### src/rtl/nes_pkg.sv
// Shared definitions for the NES joypad poller: button bit positions and FSM states.
package nes_pkg;

  // Bit positions inside the button byte, also the order bits leave the 4021.
  typedef enum logic [2:0] {
    BTN_A      = 3'd0,
    BTN_B      = 3'd1,
    BTN_SELECT = 3'd2,
    BTN_START  = 3'd3,
    BTN_UP     = 3'd4,
    BTN_DOWN   = 3'd5,
    BTN_LEFT   = 3'd6,
    BTN_RIGHT  = 3'd7
  } btn_idx_t;

  // Scan sequencer states.
  typedef enum logic [2:0] {
    ST_IDLE,
    ST_LATCH,
    ST_SAMPLE,
    ST_SHIFT_LO,
    ST_CHECK
  } poll_state_t;

endpackage

### src/rtl/nes_joypad_poller_if.sv
// Pad pins and NES-core joypad signals bundled for the poller.
interface nes_joypad_poller_if;
  logic       enable;
  logic       pad_data;
  logic       pad_latch;
  logic       pad_clk;
  logic [7:0] buttons;
  logic       buttons_valid;
  logic       nes_strobe;
  logic       nes_clock;
  logic       nes_data;

  // Environment side: drives the pad data, enable and the NES read signals.
  modport master (
    output enable, pad_data, nes_strobe, nes_clock,
    input  pad_latch, pad_clk, buttons, buttons_valid, nes_data
  );

  // Poller side.
  modport slave (
    input  enable, pad_data, nes_strobe, nes_clock,
    output pad_latch, pad_clk, buttons, buttons_valid, nes_data
  );
endinterface

### src/rtl/nes_joypad_shifter.sv
// Emulated 4021 serving the NES core from the filtered button snapshot.
module nes_joypad_shifter (
  input  logic       i_clock,
  input  logic       i_reset,
  input  logic [7:0] i_buttons,
  input  logic       i_strobe,
  input  logic       i_nes_clock,
  output logic       o_data
);
  import nes_pkg::*;

  logic [7:0] r_sr;
  logic       r_clk_prev;
  logic       w_fall;

  // Falling edge of the NES read clock: last sample high, current sample low.
  assign w_fall = r_clk_prev & ~i_nes_clock;

  // Strobe reloads every clock and wins over a coincident shift; ones fill in from the top.
  always_ff @(posedge i_clock) begin
    if (i_reset) begin
      r_sr       <= 8'h00;
      r_clk_prev <= 1'b0;
    end else begin
      r_clk_prev <= i_nes_clock;
      if (i_strobe) begin
        r_sr <= i_buttons;
      end else if (w_fall) begin
        r_sr <= {1'b1, r_sr[7:1]};
      end
    end
  end

  assign o_data = r_sr[BTN_A];

endmodule

### src/rtl/nes_joypad_poller.sv
// Periodic NES pad scanner with two-scan agreement filter and 4021-style NES port.
module nes_joypad_poller #(
  parameter int CLK_DIV     = 128,
  parameter int POLL_PERIOD = 357954
) (
  input  logic                i_clock,
  input  logic                i_reset,
  nes_joypad_poller_if.slave  bus
);
  import nes_pkg::*;

  localparam int POLL_W = (POLL_PERIOD > 1) ? $clog2(POLL_PERIOD) : 1;
  localparam int DIV_W  = (CLK_DIV > 1) ? $clog2(CLK_DIV) : 1;
  localparam logic [POLL_W-1:0] POLL_LAST = POLL_W'(POLL_PERIOD - 1);
  localparam logic [DIV_W-1:0]  DIV_LAST  = DIV_W'(CLK_DIV - 1);

  poll_state_t       r_state;
  logic [POLL_W-1:0] r_poll_cnt;
  logic [DIV_W-1:0]  r_phase_cnt;
  logic [2:0]        r_idx;
  logic              r_pad_latch;
  logic              r_pad_clk;
  logic [7:0]        r_scan;
  logic [7:0]        r_prev;
  logic [7:0]        r_buttons;
  logic              r_buttons_valid;
  logic [1:0]        r_pad_sync;

  logic w_poll_wrap;
  logic w_phase_last;
  logic w_pad_bit;
  logic w_nes_data;

  assign w_poll_wrap  = (r_poll_cnt == POLL_LAST);
  assign w_phase_last = (r_phase_cnt == DIV_LAST);
  // Pad line is asynchronous to us; it only matters at the end of a long phase.
  assign w_pad_bit    = ~r_pad_sync[1];

  // Two-flop synchroniser on the pad data pin; idle (released) level is high.
  always_ff @(posedge i_clock) begin
    if (i_reset) r_pad_sync <= 2'b11;
    else         r_pad_sync <= {r_pad_sync[0], bus.pad_data};
  end

  // Free-running poll timer, 0..POLL_PERIOD-1.
  always_ff @(posedge i_clock) begin
    if (i_reset)          r_poll_cnt <= '0;
    else if (w_poll_wrap) r_poll_cnt <= '0;
    else                  r_poll_cnt <= r_poll_cnt + POLL_W'(1);
  end

  // Scan sequencer: latch, 8 sample phases with 7 low phases between, then filter.
  always_ff @(posedge i_clock) begin
    if (i_reset) begin
      r_state         <= ST_IDLE;
      r_phase_cnt     <= '0;
      r_idx           <= BTN_A;
      r_pad_latch     <= 1'b0;
      r_pad_clk       <= 1'b1;
      r_scan          <= 8'h00;
      r_prev          <= 8'h00;
      r_buttons       <= 8'h00;
      r_buttons_valid <= 1'b0;
    end else begin
      r_buttons_valid <= 1'b0;
      case (r_state)
        ST_IDLE: begin
          if (w_poll_wrap && bus.enable) begin
            r_state     <= ST_LATCH;
            r_phase_cnt <= '0;
            r_pad_latch <= 1'b1;
          end
        end
        ST_LATCH: begin
          if (w_phase_last) begin
            r_state     <= ST_SAMPLE;
            r_phase_cnt <= '0;
            r_idx       <= BTN_A;
            r_pad_latch <= 1'b0;
            r_pad_clk   <= 1'b1;
          end else begin
            r_phase_cnt <= r_phase_cnt + DIV_W'(1);
          end
        end
        ST_SAMPLE: begin
          if (w_phase_last) begin
            r_scan[r_idx] <= w_pad_bit;
            r_phase_cnt   <= '0;
            if (r_idx == BTN_RIGHT) begin
              r_state <= ST_CHECK;
            end else begin
              r_state   <= ST_SHIFT_LO;
              r_pad_clk <= 1'b0;
            end
          end else begin
            r_phase_cnt <= r_phase_cnt + DIV_W'(1);
          end
        end
        ST_SHIFT_LO: begin
          if (w_phase_last) begin
            r_state     <= ST_SAMPLE;
            r_phase_cnt <= '0;
            r_idx       <= r_idx + 3'd1;
            r_pad_clk   <= 1'b1;
          end else begin
            r_phase_cnt <= r_phase_cnt + DIV_W'(1);
          end
        end
        ST_CHECK: begin
          // Accept a new value only when two consecutive scans agree.
          if ((r_scan == r_prev) && (r_scan != r_buttons)) begin
            r_buttons       <= r_scan;
            r_buttons_valid <= 1'b1;
          end
          r_prev  <= r_scan;
          r_state <= ST_IDLE;
        end
        default: r_state <= ST_IDLE;
      endcase
    end
  end

  nes_joypad_shifter u_shifter (
    .i_clock     (i_clock),
    .i_reset     (i_reset),
    .i_buttons   (r_buttons),
    .i_strobe    (bus.nes_strobe),
    .i_nes_clock (bus.nes_clock),
    .o_data      (w_nes_data)
  );

  assign bus.pad_latch     = r_pad_latch;
  assign bus.pad_clk       = r_pad_clk;
  assign bus.buttons       = r_buttons;
  assign bus.buttons_valid = r_buttons_valid;
  assign bus.nes_data      = w_nes_data;

endmodule

### src/flat_wrapper.sv
// flat-port wrapper written by rule: the top's interface ports become plain ports
module nes_joypad_poller_flat import nes_pkg::*;
#(
  parameter int CLK_DIV     = 128,
  parameter int POLL_PERIOD = 357954
)
  (i_clock, i_reset, bus_enable, bus_pad_data, bus_nes_strobe, bus_nes_clock, bus_pad_latch, bus_pad_clk, bus_buttons, bus_buttons_valid, bus_nes_data);
  nes_joypad_poller_if bus_i ();
  input  logic i_clock;
  input  logic i_reset;
  input wire logic [$bits(bus_i.enable)-1:0] bus_enable;
  input wire logic [$bits(bus_i.pad_data)-1:0] bus_pad_data;
  input wire logic [$bits(bus_i.nes_strobe)-1:0] bus_nes_strobe;
  input wire logic [$bits(bus_i.nes_clock)-1:0] bus_nes_clock;
  output wire logic [$bits(bus_i.pad_latch)-1:0] bus_pad_latch;
  output wire logic [$bits(bus_i.pad_clk)-1:0] bus_pad_clk;
  output wire logic [$bits(bus_i.buttons)-1:0] bus_buttons;
  output wire logic [$bits(bus_i.buttons_valid)-1:0] bus_buttons_valid;
  output wire logic [$bits(bus_i.nes_data)-1:0] bus_nes_data;
  assign bus_i.enable = bus_enable;
  assign bus_i.pad_data = bus_pad_data;
  assign bus_i.nes_strobe = bus_nes_strobe;
  assign bus_i.nes_clock = bus_nes_clock;
  assign bus_pad_latch = bus_i.pad_latch;
  assign bus_pad_clk = bus_i.pad_clk;
  assign bus_buttons = bus_i.buttons;
  assign bus_buttons_valid = bus_i.buttons_valid;
  assign bus_nes_data = bus_i.nes_data;
  nes_joypad_poller #(.CLK_DIV(CLK_DIV), .POLL_PERIOD(POLL_PERIOD)) u_core (.i_clock(i_clock), .i_reset(i_reset), .bus(bus_i));
endmodule
### config.mk
export PLATFORM = sky130hd
export DESIGN_NAME = nes_joypad_poller_flat
export DESIGN_NICKNAME = d
export VERILOG_FILES = /design/src/rtl/nes_pkg.sv /design/src/rtl/nes_joypad_poller_if.sv /design/src/rtl/nes_joypad_shifter.sv /design/src/rtl/nes_joypad_poller.sv /design/src/flat_wrapper.sv
export SDC_FILE = /design/constraint.sdc
export NUM_CORES = 1
export LEC_CHECK = 0
export ABC_AREA = 1
export BUFFER_PORTS_ARGS = -buffer_cell sky130_fd_sc_hd__clkbuf_2
export CORE_MARGIN = 3
export CORE_UTILIZATION = 30
export DETAILED_ROUTE_END_ITERATION = 6
export PLACE_DENSITY = 0.55
export SLEW_MARGIN = 20
export SYNTH_ARGS = -nofsm -noshare
export SYNTH_HDL_FRONTEND = slang
export SYNTH_SLANG_ARGS = --single-unit
### constraint.sdc
create_clock -name i_clock -period 2 [get_ports i_clock]
set_input_delay 0.1 -clock i_clock [delete_from_list [all_inputs] [get_ports i_clock]]
set_output_delay 0.1 -clock i_clock [all_outputs]
set_load 0.01 [all_outputs]
==> results.md, run 1 <==
* Status: completed
* CP max-delay cell: dfxtp_1
* LEAKAGE at approximately 1.5 nW
* Final Hold Vio Count at 0
* Final GP Congestion at ~0.85
* Sequence of cells on the critical path: ha_1 -> nand4_2 -> nor2_2 -> nand2_2 -> inv_1 -> nand3_1 -> nor2_1 -> nand3_1 -> o21ai_0
* Area share of the largest cell type after synthesis at 0.407
* Crit-path max cell delay at ~0.40 ns
* Yosys reg bits at 70
* H-Tree Level Count at 3
* First-pass GRT wire length at approximately 13000 µm
* YS warnings at 0
* Pre-CTS worst setup slack at approximately 0.30 ns
* Max FO, Critical Path at 6
* CTS root buffer: clkbuf_16
* Worst min-delay path class: input port to register
* Clock network power share at 0.503
* CTS buffer count at 9
* Placement row count at 38
* Register area share after synthesis at 0.407
* # Max-Cap Violations at 0
* Fill cells at ~1200
* Final Cycle Share at 0.863
* GR Overflow Total at 0
* DRT iter0 DRCs at 247
* Type of destination of the critical path: register
* Post-CTS setup buffer count at 0
* Clk buf depth at 2
* VDD IR-drop max at roughly 0.59 mV
* CTS tree: yes
* Routed wire length at ~7800 µm
* # DRC at 0
* Worst-Margin Slew at 0.407 ns
* Worst-path clk slew at approximately 0.060 ns
* Final setup margin at 0.275 ns
* Die ar. at between 10000 and 15000 µm²
* Routed len/inst at between 10 and 15 µm
* Worst path most repeated cell: nand3_1
* Register share of total power at 0.469
* TritonCTS Sinks at 70
* Met2 GRT Util at 0.184
* NumNets Final at 509
* Top Usage Layer GRT: met2
* Starting Density at 0.313
* Layout cells sized above 1 at 0.145
* Vias post-DR at a little over 3000
* Initial antenna violation count at 0
* Startpoint types: register
* Synth top area cells: dfxtp_1 (41%), nand2_1 (9.4%), inv_1 (6.3%)
* Num ports at 18
* Critical Path RT at between 2 and 2.5 ns
* P_sw at ~0.66 mW
* Syn nets at around 490
* Total Neg Setup Slack at 0 ns
* CP top delay family: simple AND/OR/NAND/NOR gates
* Area delta synth->final at 16.0%
* RSZ-0062 raised after global routing: false
* Pwr dens at ~760 nW/µm²
* Comb pwr share at 0.028
* DRT Pass-1 Iters at 4
* Total power at 3.04 mW
* Dpl hpwl at ~5600 µm
* Core Footprint at 11000 µm²
* Die height at roughly 110 µm
* Worst Path Arrival at 1.99 ns
* F_max at just under 0.6 GHz
* Skew-Pair Late Insertion Delay at 0.34 ns
* Mapped Avg Cell Area at 7.27 µm²
* Cell accounting for the most synthesized area: dfxtp_1
* Overall routing resource usage at 0.129
* Routed Antenna Nets at 0
* DIE WIDTH at ~110 µm
* Worst Path Buf+Inv at 1
* Final setup vio count at 0
* Internal power at between 2 and 2.5 mW
* Crit path kind: register to register
* GR Layer Usage met1 at 0.179
* Post-layout util at 0.363
* Cells after Synth at ~470
* Min Clock Period, post-route at approximately 1.7 ns
* Clk_skew at around 0.01 ns
* Vias in the first global route at ~2800
* Vias per cell at approximately 4.7
* Number of library cell types mapped by synthesis at 38
* Switching part of the total at 0.217
* Pin count of the biggest net entering global routing at 28
* PortBufs at 17
* Final slew viol count at 0
* Number of diodes at 0
* Post-Syn Area at 3450 µm²
* Max_slew headroom at 0.728
* Met3 usage at 0.0326
path summary, 6_finish.rpt:
kind	to	slack, ns	cells after the start	startpoint
worst min-delay path	u_core.bus.pad_latch	0.05	3	bus_enable
worst max-delay path	u_core.r_idx[2]	0.27	9	u_core.r_phase_cnt[0]
worst min register to register	u_core.r_pad_sync[1]	0.41	1	u_core.r_pad_sync[0]
worst max register to register	u_core.r_idx[2]	0.27	9	u_core.r_phase_cnt[0]
sequential cells by signal, indices dropped and copies added (netlist names), 2 cells and up:
signal / count
u_core.r_prev: 8
u_core.r_phase_cnt: 7
u_core.r_pad_sync: 2
u_core.r_idx: 3
u_core.r_scan: 8
u_core.r_poll_cnt: 19
u_core.u_shifter.r_sr: 8
u_core.bus.buttons: 8
u_core.r_state: 3
cell type report:
cell class              count  area, µm²  share of cell area
multi-input cells         333       1770               0.443
flip-flops and latches     70       1400               0.350
clock buffers              13        270              0.0676
inverters                  61        229              0.0572
well taps                 140        175              0.0438
repair buffers             23        135              0.0338
clock inverters             3       17.5             0.00438
power groups by stage:
| stage | clock, mW | combinational (mW) | sequential, mW |
|---|---|---|---|
| floorplan | 0 | 0.0610 | 1.45 |
| global route | 1.63 | 0.0982 | 1.43 |
| CTS | 1.57 | 0.0866 | 1.42 |
| global placement | 0 | 0.0825 | 1.45 |
| finish | 1.53 | 0.0856 | 1.42 |
| detailed placement | 0 | 0.0827 | 1.45 |
metrics by stage:
stage	hold slack, ns	cell area (µm²)	cells
after floorplan	0.204	3450	474
final	0.0479	4000	643
after global routing	0.0530	4000	643
after CTS	0.0343	4000	643
after detailed placement	0.288	3690	625
after global placement	0.286	3690	625
worst register-to-register path, stage by stage (launching register included):
cell     delay [ns]
dfxtp_1        0.40
ha_1           0.22
nand4_2        0.13
nor2_2         0.13
nand2_2        0.11
inv_1          0.10
nand3_1        0.16
nor2_1         0.21
nand3_1        0.10
o21ai_0        0.07
kinds of logic (layout without fill, tap and decap cells):
kind of cell               after synthesis  in the layout  synth area share
xor gates and xnor gates                 9              9            0.0229
buffers and inverters                   71            100            0.0795
adders and majority gates                5              5            0.0181
and+or+nand+nor                        236            236             0.340
AOI/OAI and AO/OA                       83             83             0.133
DFF                                     70             70             0.407
synth_stat cells:
cell type / count
buf_2: 3
nand2_4: 1
xnor2_1: 5
nand3_2: 5
o21ai_0: 29
nand3b_1: 1
a21oi_1: 35
or2_2: 7
nor2_4: 4
nand2_2: 9
buf_4: 1
o22ai_1: 1
nand3_4: 1
dfxtp_1: 70
nand3_1: 18
nor3b_1: 10
nor3_1: 6
a31oi_1: 1
nor2_2: 6
nand4_2: 1
nor2_1: 57
xor2_1: 4
clkbuf_1: 5
a21oi_2: 1
a211oi_1: 12
o2111ai_1: 1
and3b_1: 1
inv_1: 58
clkinv_1: 2
nand2_1: 86
nor3b_2: 1
o21ai_1: 2
or2_0: 1
o21a_1: 1
ha_1: 5
nand4_1: 21
buf_1: 1
inv_2: 1
layout by cell type (no fill, tap or decap), types with 3 or more instances in the layout:
master and instances:
a21oi_1 35, or2_2 7, nand4_1 21, inv_1 58
buf_4 4, clkbuf_2 17, xor2_1 4, nor3_1 6
ha_1 5, nor2_4 4, o21ai_0 29, nand3_1 18
nand2_2 9, xnor2_1 5, clkbuf_8 3, nand2_1 86
nand3_2 5, dfxtp_1 70, clkbuf_16 9, a211oi_1 12
nor2_1 57, nor3b_1 10, nor2_2 6
metal layers:
metal  share of wire  wire, µm
met5               0         0
met4           0.021       162
met3           0.036       277
met2            0.42      3300
met1            0.52      4040
repair_timing:
item,CTS,global route
hold buffers,2,0
endpoints found under the hold margin,2,0
gates resized for setup,0,0
setup endpoints to repair,0,0
Power figures use the tool's default switching activity.
==> run 2, diff against run 1 <==
--- a/config.mk
+++ b/config.mk
@@ -9,6 +9,7 @@
 export BUFFER_PORTS_ARGS = -buffer_cell sky130_fd_sc_hd__clkbuf_2
 export CORE_MARGIN = 3
 export CORE_UTILIZATION = 30
+export CTS_BUF_LIST = sky130_fd_sc_hd__clkbuf_16
 export DETAILED_ROUTE_END_ITERATION = 6
 export PLACE_DENSITY = 0.55
 export SLEW_MARGIN = 20
==> results.md, run 2 (synthesis gave the netlist of run 1 again) <==
* Final slew viol count at 0 (unchanged)
* Critical Path RT at 2.26 ns (about the same)
* DRT iter0 DRCs at 209 (-15%)
* Max_slew headroom at 0.738 (+0.00982)
* Worst-Margin Slew at 0.392 ns (-0.0147 ns)
* TritonCTS Sinks at 70 (unchanged)
* Worst path most repeated cell: nand3_1
* Vias in the first global route at 2816 (-0.18%)
* Final Cycle Share at 0.859 (-0.00349)
* Commonest non-fill, non-tap cells in the layout: nand2_1 (86), dfxtp_1 (70), inv_1 (59), nor2_1 (57), a21oi_1 (35)
* Clk buf depth at 2 (unchanged)
* CTS tree: yes
* R2R depth at 9 (unchanged)
* Worst Path Buf+Inv at 1 (unchanged)
* Largest register FFs at 19 (unchanged)
* Total Neg Setup Slack at 0 ns (unchanged)
* Largest register by flop count: u_core.r_poll_cnt
* # DRC at 0 (unchanged)
* LEAKAGE at 1.48 nW (-0.85%)
* CP top delay family: simple AND/OR/NAND/NOR gates
* Vias post-DR at 3031 (-0.46%)
* Number of diodes at 0 (unchanged)
* Max FO, Critical Path at 6 (unchanged)
* Crit path kind: register to register
* CTS root buffer: clkbuf_16
* Endpoint, Worst Hold: u_core.bus.pad_latch
* Routed len/inst at 12.0 µm (-0.58%)
* Hold Crit Start: bus_enable
* Post-Layout Cell Count at 643 (unchanged)
* Core Footprint at 11000 µm² (unchanged)
* Worst-path clk slew at 0.06 ns (about the same)
* VDD IR-drop max at 0.506 mV (-15%)
* Sequence of cells on the critical path: ha_1 -> nand4_2 -> nor2_2 -> nand2_2 -> inv_1 -> nand3_1 -> nor2_1 -> nand3_1 -> o21ai_0
* Overall routing resource usage at 0.128 (-0.000558)
* Pwr dens at 732 nW/µm² (-3.6%)
* Type of destination of the critical path: register
* Num ports at 18 (unchanged)
* CTS buffer count at 9 (unchanged)
* Final GP Congestion at 0.850 (unchanged)
* R2R Setup Slk at 0.28 ns (about the same)
* Worst min-delay path class: input port to register
* Die ar. at 12800 µm² (unchanged)
* DIE WIDTH at 113 µm (unchanged)
* DP Cell Count at 625 (unchanged)
* Worst Path Arrival at 1.98 ns (about the same)
* Final setup vio count at 0 (unchanged)
* Status: completed
* Startpoint types: register
* Post-CTS setup buffer count at 0 (unchanged)
* RSZ-0062 raised after global routing: false
* F_max at 0.582 GHz (+0.41%)
* Starting Density at 0.313 (unchanged)
* NumNets Final at 509 (unchanged)
* Initial antenna violation count at 0 (unchanged)
* Skew-Pair Late Insertion Delay at 0.33 ns (about the same)
* Pin count of the biggest net entering global routing at 28 (unchanged)
* R2r endpoint: u_core.r_idx[2]
* Routed wire length at 7730 µm (-0.58%)
* Most common cell after layout, fill and taps aside: nand2_1
* Dpl hpwl at 5630 µm (unchanged)
* Vias per cell at 4.71 (-0.46%)
* Area delta synth->final at 15.2%
* Post_cts resized at 0 (unchanged)
* PortBufs at 17 (unchanged)
* Hold depth at 3 (unchanged)
* DRT Pass-1 Iters at 5 (+1)
* Clk_skew at 0.00972 ns (-0.000144 ns)
* Layout cells sized above 1 at 0.139 (-0.00596)
* Crit-path max cell delay at 0.40 ns (about the same)
* Reg2reg start: u_core.r_phase_cnt[0]
* Min Clock Period, post-route at 1.72 ns (-0.00698 ns)
* Final Hold Vio Count at 0 (unchanged)
* Routed Antenna Nets at 0 (unchanged)
* Placement row count at 38 (unchanged)
* GR Overflow Total at 0 (unchanged)
* Cell area after layout at 3970 µm² (-0.75%)
* Die height at 113 µm (unchanged)
* # Max-Cap Violations at 0 (unchanged)
* Placed Area at 3690 µm² (unchanged)
* First-pass GRT wire length at 13300 µm (-0.52%)
* H-Tree Level Count at 3 (unchanged)
* CP max-delay cell: dfxtp_1
-- run 2: tightest hold or removal path: cells and delay by family --
| family | cells | cell delay [ns] |
|---|---|---|
| buf+inv | 1 | 0.09 |
| compound gates | 1 | 0.06 |
| simple gates | 1 | 0.08 |
-- run 2: what timing repair did --
action,CTS,global route
hold buffers,2,0
endpoints found under the hold margin,2,0
endpoints found under the setup margin,0,0
-- run 2: layer usage --
layer / wire length (µm) / global-route usage
met5: 0 / 0
met4: 140 / 0.0633
met3: 310 / 0.0326
met2: 3300 / 0.183
met1: 3980 / 0.178
-- run 2: cell type report --
cell class | count | area, µm²
Clock buffer | 9 | 225
Multi-Input combinational cell | 333 | 1770
Tap cell | 140 | 175
Sequential cell | 70 | 1400
Fill cell | 1198 | 7060
Timing Repair Buffer | 23 | 135
Inverter | 61 | 229
Clock inverter | 7 | 32.5
-- run 2: where the power goes --
| group | internal, mW | leakage (nW) | switching [mW] | total (mW) |
|---|---|---|---|---|
| logic | 0.0308 | 0.784 | 0.0543 | 0.0850 |
| registers | 1.41 | 0.567 | 0.0114 | 1.42 |
| clock network | 0.816 | 0.129 | 0.581 | 1.40 |
| total | 2.26 | 1.48 | 0.647 | 2.91 |
-- run 2: through the flow --
| step | setup slack [ns] | util | hold WS [ns] | power, mW |
|---|---|---|---|---|
| floorplan | 0.501 | - | 0.204 | 1.51 |
| global placement | 0.330 | 0.335 | 0.286 | 1.54 |
| detailed placement | 0.301 | 0.335 | 0.288 | 1.54 |
| global route | 0.0492 | 0.360 | 0.0540 | 3.03 |
| CTS | 0.281 | 0.360 | 0.0352 | 2.96 |
| finish | 0.282 | 0.360 | 0.0516 | 2.91 |
-- run 2: worst max path at each step --
stage                                        to  cells after the start  slack, ns                  start
final                           u_core.r_idx[2]                      9       0.28  u_core.r_phase_cnt[0]
after detailed placement        u_core.r_idx[2]                      9       0.30  u_core.r_phase_cnt[0]
after global routing            u_core.r_idx[2]                      9       0.05  u_core.r_phase_cnt[0]
after CTS                       u_core.r_idx[2]                      9       0.28  u_core.r_phase_cnt[0]
after floorplan           u_core.r_poll_cnt[14]                      9       0.50   u_core.r_poll_cnt[0]
after global placement          u_core.r_idx[2]                      9       0.33  u_core.r_phase_cnt[0]
